`src/rtl/nbit_sum_latch_uart_if.sv`:
```
// rtl/nbit_sum_latch_uart_if.sv - operand, strobe and UART signal bundle for nbit_sum_latch_uart
interface nbit_sum_latch_uart_if #(
    parameter int WIDTH = 4
);
    logic             save_a_n;
    logic             save_b_n;
    logic [WIDTH-1:0] data_input;
    logic             uart_tx_en;
    logic [WIDTH:0]   sum_out;
    logic             uart_txd;
    logic             uartbusy;

    modport master (
        output save_a_n, save_b_n, data_input, uart_tx_en,
        input  sum_out, uart_txd, uartbusy
    );

    modport slave (
        input  save_a_n, save_b_n, data_input, uart_tx_en,
        output sum_out, uart_txd, uartbusy
    );
endinterface

```
`src/rtl/nbit_sum_latch_uart.sv`:
```
// rtl/nbit_sum_latch_uart.sv - latched A+B adder with UART transmit of the sum (parity: SUMLATCH_PARITY_EN)
module nbit_sum_latch_uart #(
    parameter int WIDTH   = 4,
    parameter int CLK_DIV = 16
) (
    input  logic                 clk,
    input  logic                 reset_n,
    nbit_sum_latch_uart_if.slave bus
);
    // number of bytes needed to carry the WIDTH+1 bit sum
    localparam int NB     = (WIDTH + 8) / 8;
    localparam int NBITS  = NB * 8;
    localparam int DIV_W  = $clog2(CLK_DIV);
    localparam logic [DIV_W-1:0] DIV_LAST  = DIV_W'(CLK_DIV - 1);
    localparam logic [1:0]       BYTE_LAST = 2'(NB - 1);

    typedef enum logic [2:0] {
        S_IDLE,
        S_START,
        S_DATA,
`ifdef SUMLATCH_PARITY_EN
        S_PARITY,
`endif
        S_STOP
    } state_t;

    state_t           r_state;
    state_t           w_next_state;
    logic [WIDTH-1:0] r_a;
    logic [WIDTH-1:0] r_b;
    logic [WIDTH:0]   r_sum;
    logic [NBITS-1:0] r_shift;
    logic [DIV_W-1:0] r_div;
    logic [2:0]       r_bit;
    logic [1:0]       r_byte;
    logic             r_tx_en_d;
    logic             w_tx_rise;
    logic             w_bit_end;
    logic             w_txd;
`ifdef SUMLATCH_PARITY_EN
    logic             r_par;
`endif

    assign w_tx_rise    = bus.uart_tx_en & ~r_tx_en_d;
    assign w_bit_end    = (r_div == DIV_LAST);
    assign bus.sum_out  = r_sum;
    assign bus.uart_txd = w_txd;
    assign bus.uartbusy = (r_state != S_IDLE);

    // state register; reset returns straight to IDLE, abandoning any frame
    always_ff @(posedge clk or negedge reset_n) begin
        if (!reset_n) begin
            r_state <= S_IDLE;
        end else begin
            r_state <= w_next_state;
        end
    end

    // next-state and line level; requests are only honoured from IDLE
    always_comb begin
        w_next_state = r_state;
        w_txd        = 1'b1;
        case (r_state)
            S_IDLE: begin
                if (w_tx_rise) w_next_state = S_START;
            end
            S_START: begin
                w_txd = 1'b0;
                if (w_bit_end) w_next_state = S_DATA;
            end
            S_DATA: begin
                w_txd = r_shift[0];
`ifdef SUMLATCH_PARITY_EN
                if (w_bit_end && r_bit == 3'd7) w_next_state = S_PARITY;
`else
                if (w_bit_end && r_bit == 3'd7) w_next_state = S_STOP;
`endif
            end
`ifdef SUMLATCH_PARITY_EN
            S_PARITY: begin
                w_txd = r_par;
                if (w_bit_end) w_next_state = S_STOP;
            end
`endif
            S_STOP: begin
                if (w_bit_end) w_next_state = (r_byte == BYTE_LAST) ? S_IDLE : S_START;
            end
            default: begin
                w_next_state = S_IDLE;
            end
        endcase
    end

    // operand latches, registered sum, and the frame shifter/counters
    always_ff @(posedge clk or negedge reset_n) begin
        if (!reset_n) begin
            r_a       <= '0;
            r_b       <= '0;
            r_sum     <= '0;
            r_shift   <= '0;
            r_div     <= '0;
            r_bit     <= '0;
            r_byte    <= '0;
            r_tx_en_d <= 1'b0;
        end else begin
            r_tx_en_d <= bus.uart_tx_en;
            if (!bus.save_a_n) r_a <= bus.data_input;
            if (!bus.save_b_n) r_b <= bus.data_input;
            r_sum <= {1'b0, r_a} + {1'b0, r_b};
            if (r_state == S_IDLE) begin
                r_div  <= '0;
                r_bit  <= '0;
                r_byte <= '0;
                // snapshot: the shifter walks all bytes LSB first as one stream
                if (w_tx_rise) r_shift <= NBITS'(r_sum);
            end else begin
                r_div <= w_bit_end ? '0 : r_div + 1'b1;
                if (w_bit_end && r_state == S_DATA) begin
                    r_shift <= r_shift >> 1;
                    r_bit   <= r_bit + 1'b1;
                end
                if (w_bit_end && r_state == S_STOP) r_byte <= r_byte + 1'b1;
            end
        end
    end

`ifdef SUMLATCH_PARITY_EN
    // running even parity of the byte currently on the line
    always_ff @(posedge clk or negedge reset_n) begin
        if (!reset_n) begin
            r_par <= 1'b0;
        end else if (r_state == S_START) begin
            r_par <= 1'b0;
        end else if (r_state == S_DATA && w_bit_end) begin
            r_par <= r_par ^ r_shift[0];
        end
    end
`endif
endmodule

```
`src/flat_wrapper.sv`:
```
// flat-port wrapper written by rule: the top's interface ports become plain ports
module nbit_sum_latch_uart_flat 
#(
    parameter int WIDTH   = 4,
    parameter int CLK_DIV = 16
)
  (clk, reset_n, bus_save_a_n, bus_save_b_n, bus_data_input, bus_uart_tx_en, bus_sum_out, bus_uart_txd, bus_uartbusy);
  nbit_sum_latch_uart_if #(.WIDTH(WIDTH)) bus_i ();
  input  logic clk;
  input  logic reset_n;
  input wire logic [$bits(bus_i.save_a_n)-1:0] bus_save_a_n;
  input wire logic [$bits(bus_i.save_b_n)-1:0] bus_save_b_n;
  input wire logic [$bits(bus_i.data_input)-1:0] bus_data_input;
  input wire logic [$bits(bus_i.uart_tx_en)-1:0] bus_uart_tx_en;
  output wire logic [$bits(bus_i.sum_out)-1:0] bus_sum_out;
  output wire logic [$bits(bus_i.uart_txd)-1:0] bus_uart_txd;
  output wire logic [$bits(bus_i.uartbusy)-1:0] bus_uartbusy;
  assign bus_i.save_a_n = bus_save_a_n;
  assign bus_i.save_b_n = bus_save_b_n;
  assign bus_i.data_input = bus_data_input;
  assign bus_i.uart_tx_en = bus_uart_tx_en;
  assign bus_sum_out = bus_i.sum_out;
  assign bus_uart_txd = bus_i.uart_txd;
  assign bus_uartbusy = bus_i.uartbusy;
  nbit_sum_latch_uart #(.WIDTH(WIDTH), .CLK_DIV(CLK_DIV)) u_core (.clk(clk), .reset_n(reset_n), .bus(bus_i));
endmodule
```
`config.mk`:
```
export PLATFORM = sky130hd
export DESIGN_NAME = nbit_sum_latch_uart_flat
export DESIGN_NICKNAME = d
export VERILOG_FILES = /design/src/rtl/nbit_sum_latch_uart_if.sv /design/src/rtl/nbit_sum_latch_uart.sv /design/src/flat_wrapper.sv
export SDC_FILE = /design/constraint.sdc
export NUM_CORES = 1
export LEC_CHECK = 0
export ABC_AREA = 1
export BUFFER_PORTS_ARGS = -buffer_cell sky130_fd_sc_hd__buf_2
export CAP_MARGIN = 0
export CORE_AREA = 3 3 58 60
export CTS_CLUSTER_DIAMETER = 40
export DETAILED_ROUTE_END_ITERATION = 8
export DIE_AREA = 0 0 61 63
export GPL_TIMING_DRIVEN = 1
export HOLD_SLACK_MARGIN = 0.1
export PLACE_DENSITY_LB_ADDON = 0.15
export SLEW_MARGIN = 0
export SYNTH_ARGS = -nofsm -noshare
export SYNTH_HDL_FRONTEND = slang
export SYNTH_SLANG_ARGS = --single-unit
```
`constraint.sdc`:
```
create_clock -name clk -period 1.2 [get_ports clk]
set_input_delay 0.06 -clock clk [delete_from_list [all_inputs] [get_ports clk]]
set_output_delay 0.06 -clock clk [all_outputs]
set_load 0.05 [all_outputs]
```
==> summary.md, run 1 <==
| Metric | Value |
|---|---|
| Setup WS post-layout | -212.3 ps |
| Run status | complete, but fails checks |
| Post-synth cell types | 21 |
| Sw power | 2.059 mW |
| Peak VDD IR | 0.001121 V |
| Logic pwr share | 0.554 |
| Final wirelength | 3284 µm |
| Syn_nets | 181 |
| Leakage Power | 1.047 nW |
| Fin cells | 243 |
| Worst hold path class | input port to register |
| Tmin final | 1412 ps |
| CTS tree | done |
| Initial antenna violation count | 0 |
| Final Cycle Share | 1.177 |
| Initial DRC count | 31 |
| Routed len/inst | 13.51 µm |
| Power Density | 2333 nW/µm² |
| Final Hold Vio Count | 0 |
| Fillers | 239 |
| Detail Route Antenna Nets | 0 |
| HP Start | bus_save_a_n |
| Warnings from Yosys | 0 |
| Root Driver | clkbuf_4 |
| Die X | 61 µm |
| RSZ-0062 raised after global routing | true |
| Setup CP Type | register to output pin |
| CP Max Fanout | 5 |
| Share of the synthesized area in the top cell type | 0.5076 |
| Slew headroom | 0.7454 |
| Sequential area share after synthesis | 0.5076 |
| # setup viols final | 15 |
| Die height | 63 µm |
| Post-Route Utilization | 0.7029 |
| Global-route wire length before repair | 5430 µm |
| Placed cells | 218 |
| Clock power share | 0.162 |
| Failing checks | setup timing |
| Core area | 2978 µm² |
| Port Buffers | 15 |
| Syn Inst Count | 159 |
| Routability Congestion | 0.8555 |
| Avg Vias per Cell | 5.107 |
| Io pins | 16 |
| Setup_tns | -1702 ps |
| Clk pin slew, worst setup/hold paths | 90 ps |
| Yosys top cell by area | dfrtp_1 |
| Starting Density | 0.4966 |
| Max Slew Vio Count | 0 |
| Clock buffer depth | 2 |
| Most common cell after layout, fill and taps aside | nand2_1 |
| Inserted Clock Buffers | 5 |
| Max-cap violations | 0 |
| CP arrival | 1350 ps |
| Critical Path Start | u_core.r_state[1]$_DFFE_PN0P_ |
| Vias in the first global route | 1254 |
| Avg Inst Size Synth | 9.301 µm² |
| CTS H-tree depth | 2 |
| Synth top area cells | dfrtp_1, nand2_1, ha_1, o21ai_0, inv_1 |
| Worst-Skew Late Latency | 330 ps |
| Netlist Area Pre-Place | 1479 µm² |
| Cell Int Power | 2.825 mW |
| GRT Overall Usage | 0.1950 |
| Sw frac | 0.4216 |
| Slew @ Worst Pin | 381.9 ps |
| R2R Path Start | u_core.r_state[1]$_DFFE_PN0P_ |
| Layout net count | 231 |
| Die ar. | 3843 µm² |
| Via count | 1241 |
| Sequential share of power | 0.284 |
| Fmax | 0.7081 GHz |
| FP Rows | 20 |
| N_diodes | 0 |
| Detailed placement HPWL | 2119 µm |
| Critical Path End Type | output pin |
| Share of cells above drive strength 1 | 0.3810 |
| First-pass DRT Iterations | 4 |
| Layout overhead on the synthesized area | 41.54% |
| CP required | 1140 ps |
| Remaining Overflow, GRT | 0 |
| Synth Register Bits | 30 |
| Commonest cells after routing, fill and taps aside | nand2_1, dfrtp_1, buf_4 |
| Clock sink total | 30 |
| Startpoint Class | register |
| # DRC | 0 |
| Clock Skew | 4.453 ps |
| Largest net degree at the start of global routing | 31 |
[registers in the layout, indices dropped and copies added, names as in the netlist]
register / flops
u_core.r_bit: 3
u_core.r_tx_en_d: 1
u_core.r_byte: 2
u_core.r_shift: 5
u_core.bus.sum_out: 5
u_core.r_b: 4
u_core.r_state: 2
u_core.r_div: 4
u_core.r_a: 4
[power by group through the flow]
stage          Combinational, mW  Sequential, mW  Clock, mW
6_report                    2.71            1.39      0.790
5_1_grt                     2.92            1.41      0.872
4_1_cts                     2.49            1.38      0.817
3_5_place_dp                1.96            1.38          0
3_3_place_gp                1.89            1.37          0
2_1_floorplan               1.31            1.52          0
[cells by family after synthesis]
kind of cell	share of synthesized area
AOI/OAI and AO/OA	0.06091
xor gates and xnor gates	0.02369
adders and majority gates	0.1151
buffers and inverters	0.05838
DFF	0.5076
and+or+nand+nor	0.2343
[cell usage after synthesis (all sizes together)]
cell   count
a21oi      3
buf        2
dfrtp     30
fa         1
ha        12
inv       18
nand2     50
nand3     11
nand4      4
nor2       9
o21ai     15
xnor2      2
xor2       2
[critical path, stage by stage, from the launching register on]
cell	delay (ps)
dfrtp_1	410
buf_6	130
ha_4	170
o21ai_2	150
buf_6	170
[cell type report]
type                    count  area [µm²]  share of cell area
repair buffers             45       370.4              0.1769
flip-flops and latches     30       750.7              0.3586
inverters                  18       75.07             0.03586
clock buffers               7       45.04             0.02152
clock inverters             1       30.03             0.01435
well taps                  33       41.29             0.01973
multi-input cells         109       780.7              0.3730
[path summary, 6_finish.rpt]
| path | to | slack [ps] | cells past startpoint |
|---|---|---|---|
| hold / removal | u_core.r_a[3]$_DFFE_PN0N_ | 210 | 2 |
| min in group asynchronous | u_core.r_shift[0]$_DFFE_PN0P_ | 250 | 3 |
| hold reg to reg | u_core.r_shift[1]$_DFFE_PN0P_ | 490 | 2 |
| setup / recovery | bus_uart_txd | -210 | 4 |
| max in group asynchronous | u_core.r_b[3]$_DFFE_PN0N_ | 660 | 3 |
| setup reg to reg | u_core.r_state[0]$_DFFE_PN0P_ | -180 | 9 |
[per-stage QoR]
step	setup WS (ps)	instance area (µm²)	power, mW	hold slack, ps
after floorplan	-32.89	1501	2.824	-235.6
after global placement	-63.46	1689	3.263	84.68
after detailed placement	-109.4	1689	3.340	89.91
after CTS	-228.3	2023	4.681	255.9
after global routing	-281.8	2093	5.205	248.7
final	-212.3	2093	4.884	207.6
[repair_timing]
item	CTS	global route
hold endpoints to repair	39	1
hold buffers	10	1
setup buffers	5	4
gates resized for setup	31	20
endpoints found under the setup margin	19	22
pin swaps	10	7
[layer usage]
metal,part of all wire,track usage
met5,0,0
met4,0.040,0.1220
met3,0.033,0.04339
met2,0.55,0.3249
met1,0.38,0.2157
Note: power is estimated with default switching activity, not from simulation.
==> run 2: changes to the inputs <==
--- a/config.mk
+++ b/config.mk
@@ -8,10 +8,10 @@
 export ABC_AREA = 1
 export BUFFER_PORTS_ARGS = -buffer_cell sky130_fd_sc_hd__buf_2
 export CAP_MARGIN = 0
-export CORE_AREA = 3 3 58 60
+export CORE_AREA = 3 3 76 78
 export CTS_CLUSTER_DIAMETER = 40
 export DETAILED_ROUTE_END_ITERATION = 8
-export DIE_AREA = 0 0 61 63
+export DIE_AREA = 0 0 79 81
 export GPL_TIMING_DRIVEN = 1
 export HOLD_SLACK_MARGIN = 0.1
 export PLACE_DENSITY_LB_ADDON = 0.15
==> summary.md, run 2 (same netlist as run 1, synthesis figures left out) <==
| Metric | Value |
|---|---|
| Detailed placement HPWL | 2150 µm (+1.5%) |
| Setup CP Type | register to output pin |
| Hold Slack | 312.8 ps (+105.2 ps) |
| Slew headroom | 0.7401 (-0.005275) |
| Io pins | 16 (unchanged) |
| Remaining Overflow, GRT | 0 (unchanged) |
| Delay-heaviest family, CP | flip-flops |
| Initial antenna violation count | 0 (unchanged) |
| R2R Path Start | u_core.r_state[1]$_DFFE_PN0P_ |
| Setup_tns | -1394 ps (+308.9 ps) |
| Critical Path, Cell by Cell | buf_6, ha_4, o21ai_2, buf_6 |
| CTS tree | done |
| Placed cells | 253 (+16%) |
| Max-cap violations | 0 (unchanged) |
| Clock buffer depth | 2 (unchanged) |
| Peak VDD IR | 0.0008323 V (-26%) |
| Setup WS post-layout | -161.2 ps (+51.04 ps) |
| Detail Route Antenna Nets | 0 (unchanged) |
| CP Max Fanout | 5 (unchanged) |
| Clock Skew | 2.533 ps (-1.920 ps) |
| Root Driver | clkbuf_8 |
| Largest net degree at the start of global routing | 31 (unchanged) |
| GRT Overall Usage | 0.1142 (-0.08085) |
| Final Hold Vio Count | 0 (unchanged) |
| Most common cell after layout, fill and taps aside | nand2_1 |
| Startpoint Class | register |
| Via count | 1181 (-4.8%) |
| Routability Congestion | 0.7580 (-11%) |
| Worst-Skew Late Latency | 280 ps (-50 ps) |
| Layout net count | 228 (-1.3%) |
| Leakage Power | 1.044 nW (-0.31%) |
| Power Density | 2320 nW/µm² (-0.58%) |
| Fmax | 0.7346 GHz (+3.7%) |
| Layout overhead on the synthesized area | 46.45% |
| Clock sink total | 30 (unchanged) |
| Worst R2R Setup Slack | -140 ps (+40 ps) |
| Port Buffers | 15 (unchanged) |
| # setup viols final | 16 (+1) |
| Slew @ Worst Pin | 389.8 ps (+7.912 ps) |
| Die X | 79 µm (+30%) |
| Slowest cell on crit path | dfrtp_1 |
| Die ar. | 6399 µm² (+67%) |
| Final wirelength | 3225 µm (-1.8%) |
| Total power | 5.024 mW (+2.9%) |
| Initial DRC count | 32 (+3.2%) |
| Global-route wire length before repair | 5471 µm (+0.76%) |
| Run status | complete, but fails checks |
| FP Rows | 26 (+30%) |
| Clk pin slew, worst setup/hold paths | 70 ps (-20 ps) |
| Routed len/inst | 11.64 µm (-14%) |
| CP most frequent cell | buf_6 |
| CP required | 1140 ps (about the same) |
| Die height | 81 µm (+29%) |
| Reg2Reg Capture Point | u_core.r_state[0]$_DFFE_PN0P_ |
| CP arrival | 1300 ps (-50 ps) |
| Worst Reg-to-Reg Cells | 8 (-1) |
| Share of cells above drive strength 1 | 0.3961 (+0.01518) |
| Commonest cells after routing, fill and taps aside | nand2_1, dfrtp_1, buf_2 |
| Final Cycle Share | 1.134 (-0.04253) |
| Tmin final | 1361 ps (-51.04 ps) |
| Levels on crit path | 4 (unchanged) |
| CTS H-tree depth | 2 (unchanged) |
| Max Slew Vio Count | 0 (unchanged) |
| Core area | 5140 µm² (+73%) |
| CP Capture Point | bus_uart_txd |
| # DRC | 0 (unchanged) |
| CP Buf/Inv Count | 2 (unchanged) |
| Critical Path End Type | output pin |
| Max stage delay on crit path | 400 ps (about the same) |
| Avg Vias per Cell | 4.264 (-17%) |
| Fin cells | 277 (+14%) |
| Inserted Clock Buffers | 5 (unchanged) |
| N_diodes | 0 (unchanged) |
| Post-Route Utilization | 0.4214 (-0.2816) |
| Critical Path Start | u_core.r_state[1]$_DFFE_PN0P_ |
| Failing checks | setup timing |
| Worst hold path class | input port to asynchronous set/reset pin |
| RSZ-0062 raised after global routing | true |
| Vias in the first global route | 1274 (+1.6%) |
| Starting Density | 0.2877 (-0.2089) |
| First-pass DRT Iterations | 4 (unchanged) |
## run 2: area by class of cell
type / count / area, µm²
clock buffers: 6 / 82.58
clock inverters: 2 / 12.51
fillers: 549 / 2974
inverters: 18 / 72.57
multi-input cells: 109 / 799.5
flip-flops and latches: 30 / 750.7
well taps: 70 / 87.58
repair buffers: 42 / 360.3
## run 2: repair_timing
item	4_1_cts	5_1_grt
resized for setup	34	17
endpoints found under the hold margin	39	1
hold buffers	9	1
setup endpoints to repair	19	23
pin swaps	16	14
setup buffers	4	3
## run 2: layer usage
metal | vias up | share of wire | track usage
li1 | 605 | - | -
met1 | 551 | 0.40 | 0.1106
met2 | 18 | 0.54 | 0.2172
met3 | 7 | 0.033 | 0.03326
met4 | 0 | 0.024 | 0.06186
met5 | - | 0 | 0
## run 2: how the worst min path moves through the flow
stage / end / slack [ps] / cells past startpoint
6_report: u_core.r_byte[1]$_DFFE_PN0P_ / 310 / 3
3_3_place_gp: u_core.r_bit[0]$_DFFE_PN0P_ / 100 / 2
3_5_place_dp: u_core.r_bit[0]$_DFFE_PN0P_ / 100 / 2
4_1_cts: u_core.r_bit[0]$_DFFE_PN0P_ / 320 / 3
5_1_grt: u_core.r_div[0]$_DFF_PN0_ / 360 / 3
2_1_floorplan: u_core.bus.sum_out[0]$_DFF_PN0_ / -240 / 0
## run 2: tightest hold or removal path, stage by stage
cell,delay [ps]
dlygate4sd3_1,520
buf_2,90
buf_4,340
## run 2: stage by stage
step | instance area [µm²] | setup slack (ps)
after floorplan | 1501 | -32.89
after global placement | 1733 | -91.71
after detailed placement | 1733 | -128.0
after CTS | 2093 | -175.6
after global routing | 2166 | -208.7
final | 2166 | -161.2
## run 2: where the power goes
group	switching (mW)	total, mW	leakage, nW	internal, mW
logic	1.57	2.77	0.617	1.20
registers	0.153	1.39	0.380	1.23
clock network	0.403	0.863	0.0472	0.460
